## config.mk

```make
export PLATFORM = sky130hd
export DESIGN_NAME = carry_lookahead_adder_4bit
export DESIGN_NICKNAME = d
export VERILOG_FILES = /design/src/rtl/carry_lookahead_adder_4bit.sv
export SDC_FILE = /design/constraint.sdc
export NUM_CORES = 1
export LEC_CHECK = 0
export BUFFER_PORTS_ARGS = -buffer_cell sky130_fd_sc_hd__clkbuf_2
export CAP_MARGIN = 0
export CORE_AREA = 5 5 42 44
export CTS_CLUSTER_DIAMETER = 40
export DETAILED_ROUTE_END_ITERATION = 7
export DIE_AREA = 0 0 47 49
export PLACE_DENSITY = 0.63
export SKIP_LAST_GASP = 1
export SLEW_MARGIN = 30
export SYNTH_ARGS = -nofsm -noshare
export SYNTH_HDL_FRONTEND = slang
export SYNTH_SLANG_ARGS = --single-unit
```

## constraint.sdc

```tcl
create_clock -name clk -period 3.8 [get_ports clk]
set_input_delay 0.76 -clock clk [delete_from_list [all_inputs] [get_ports clk]]
set_output_delay 0.76 -clock clk [all_outputs]
set_load 0.1 [all_outputs]
```

## src/rtl/carry_lookahead_adder_4bit.sv

```systemverilog
// rtl/carry_lookahead_adder_4bit.sv - 4-bit carry-lookahead adder with group P/G and registered result
module carry_lookahead_adder_4bit (
  input  logic       clk,
  input  logic       rst,
  input  logic [3:0] A,
  input  logic [3:0] B,
  input  logic       Cin,
  output logic [3:0] Sum,
  output logic       Cout,
  output logic       P_grp,
  output logic       G_grp,
  output logic [3:0] Sum_q,
  output logic       Cout_q
);

  logic [3:0] g;
  logic [3:0] p;
  logic [4:0] c;
  logic [3:0] sum_d;
  logic       cout_d;

  assign g = A & B;
  assign p = A ^ B;

  // Every carry is a flat sum-of-products of g/p/Cin so no carry waits on another.
  assign c[0] = Cin;
  assign c[1] = g[0] | (p[0] & Cin);
  assign c[2] = g[1] | (p[1] & g[0]) | (p[1] & p[0] & Cin);
  assign c[3] = g[2] | (p[2] & g[1]) | (p[2] & p[1] & g[0])
              | (p[2] & p[1] & p[0] & Cin);
  assign c[4] = g[3] | (p[3] & g[2]) | (p[3] & p[2] & g[1])
              | (p[3] & p[2] & p[1] & g[0]) | (p[3] & p[2] & p[1] & p[0] & Cin);

  assign Sum   = p ^ c[3:0];
  assign Cout  = c[4];
  assign P_grp = &p;
  assign G_grp = g[3] | (p[3] & g[2]) | (p[3] & p[2] & g[1])
               | (p[3] & p[2] & p[1] & g[0]);

  assign sum_d  = Sum;
  assign cout_d = Cout;

  always_ff @(posedge clk or posedge rst) begin
    if (rst) begin
      Sum_q  <= 4'b0000;
      Cout_q <= 1'b0;
    end else begin
      Sum_q  <= sum_d;
      Cout_q <= cout_d;
    end
  end

endmodule

```

==> metrics.txt <==
Die Area=2300 µm²; DR DRC count=0; Reg clk slew, reported paths=approximately 0.040 ns; Comb power frac=63.0%; Hold Path Class=in -> async; CP Capture Type=primary output; Routed Wire Length=681 µm; Final HPWL DP=621 µm; cells resized by post-CTS repair=0; CTS HTree Levels=1; Max IR drop VDD=about 0.15 mV; # rows=14; top cells by area, synth=dfrtp_1, ha_1, a21o_1; # Post-CTS Setup Buffers=0; Clk pwr share=17.7%; initial DRC count=0; CTS tree=built; status=finished clean; Worst slew margin=63.9%; Total Neg Setup Slack=0 ns; Fmax achieved=338 MHz; post-synthesis sequential area ratio=38.6%; # diodes=0; clock root buffer=clkbuf_4; Final Hold Viols=0; Port Buffers=22; CP arrival=about 2.2 ns; total of max-cap violations=0; Detail Route Antenna Nets=0; Boundary Pins=23; post-placement cell area=around 450 µm²; Synth Instances=29; Setup CP Type=in -> out; Yosys warnings=0; CP Data Required Time=3.04 ns; worst-margin pin slew=0.545 ns; final worst-path cycle share=77.9%; chip height=49 µm; register share of total power=between 15 and 20%; Filler cells=about 160; Final Max Slew Viols=0; # setup viols final=0; Yosys reg bits=5; Clock Sinks=5; Register Area=125 µm²; Final Net Count=73; GRT overflow=0; syn avg cell area=11.2 µm²; sw frac=60.7%; CTS Hold Buffers Added=0; share of cells above drive strength 1=around 49%; area leader, netlist=dfrtp_1; drt first pass iters=1; Cell Int Power=0.000132 W; largest net degree at the start of global routing=6; vias in the first global route=268; post-layout util=34.3%; Crit Path Max Fanout=4; core area=between 1000 and 1500 µm²; Netlist cell types=12; pwr dens=699 nW/µm²; CTS buffer count=3; Yosys top cell area share=between 30% and 40%; P_sw=0.000204 W; Synth Net Count=46; WL per Instance=9.59 µm; Tmin final=2.96 ns; Multi-input gate area=about 180 µm²; routability cong.=0.730; Pleak=0.288 nW; unrepaired setup endpoints after global routing=no; Die X=47 µm; Area Growth Syn to Fin=48.3%; Final Cell Area=480 µm²; GRT Total Usage=6.43%; Longest Clk Path Bufs=2; Initial Utilization=23.1%; vias per cell=4.10; first-pass GRT wire length=1060 µm; via count=291; antenna violations before repair=0; crit path launch type=input port; Syn Std Cell Area=324 µm²
-- state kept, by name (all words and copies together) (netlist names) --
name	count
Sum_q	4
Cout_q	1
-- worst max-delay path by stage --
stage / from / end / slack [ns]
global route: A[2] / Sum[3] / 0.74
floorplan: A[2] / Sum[3] / 0.17
finish: A[2] / Sum[3] / 0.84
CTS: A[2] / Sum[3] / 0.82
detailed placement: A[2] / Sum[3] / 0.83
global placement: A[0] / Sum[2] / 0.84
-- critical path, cell delays in order --
cell and delay [ns]:
clkbuf_2 0.08, ha_1 0.33, a41oi_1 0.26, o21ai_2 0.09, xor2_1 0.18, clkbuf_2 0.49
-- synthesized netlist by cell type --
cell type,instances
o21ai_2,1
inv_1,6
fa_1,1
and4_2,1
a41oi_1,1
xor2_1,1
a21oi_1,2
dfrtp_1,5
ha_1,5
o21bai_1,1
a21o_1,3
xnor2_1,2
-- per-layer routing --
layer  wire length (µm)  part of all wire (%)  vias to the layer above  track usage [%]
met5                  0                     0                        -                0
met4                  0                     0                        0             5.53
met3                 93                    14                        0             1.48
met2                352                    52                       14             9.50
met1                234                    34                      129             7.33
li1                   -                     -                      148                -
-- area by class of cell --
cell class	instances	share of cell area (%)
Timing Repair Buffer	22	22.9
Sequential cell	5	26.0
Inverter	6	4.69
Clock buffer	4	5.47
Tap cell	16	4.17
Multi-Input combinational cell	18	36.7
-- through the flow --
step	setup WS (ns)	hold slack (ns)	instances	total power, W
finish	0.838	0.387	71	0.000336
global route	0.737	0.395	71	0.000352
CTS	0.816	0.384	71	0.000341
detailed placement	0.826	0.641	67	0.000279
global placement	0.835	0.637	67	0.000278
floorplan	0.167	0.539	29	0.000247
-- power by group through the flow --
stage          clock network [W]  logic (W)  registers, W
2_1_floorplan                  0   0.000111      0.000136
3_3_place_gp                   0   0.000213     0.0000654
3_5_place_dp                   0   0.000213     0.0000657
4_1_cts                0.0000624   0.000214     0.0000649
5_1_grt                0.0000672   0.000220     0.0000652
6_report               0.0000594   0.000212     0.0000648
-- kinds of logic (layout without fill, tap and decap cells) --
| group | after synthesis | in the layout | share of synthesized area, % |
|---|---|---|---|
| buf+inv | 6 | 32 | 6.95 |
| compound gates | 8 | 8 | 17.8 |
| simple gates | 1 | 1 | 3.09 |
| fa+ha+maj | 6 | 6 | 25.5 |
| flops | 5 | 5 | 38.6 |
| xor+xnor | 3 | 3 | 8.11 |
-- placed cells by master, fill, tap and decap left out --
master / n
dfrtp_1: 5
fa_1: 1
clkbuf_4: 3
a21oi_1: 2
clkbuf_2: 22
xnor2_1: 2
a41oi_1: 1
o21ai_2: 1
clkbuf_1: 1
and4_2: 1
o21bai_1: 1
xor2_1: 1
inv_1: 6
a21o_1: 3
ha_1: 5
Power figures use the tool's default switching activity.
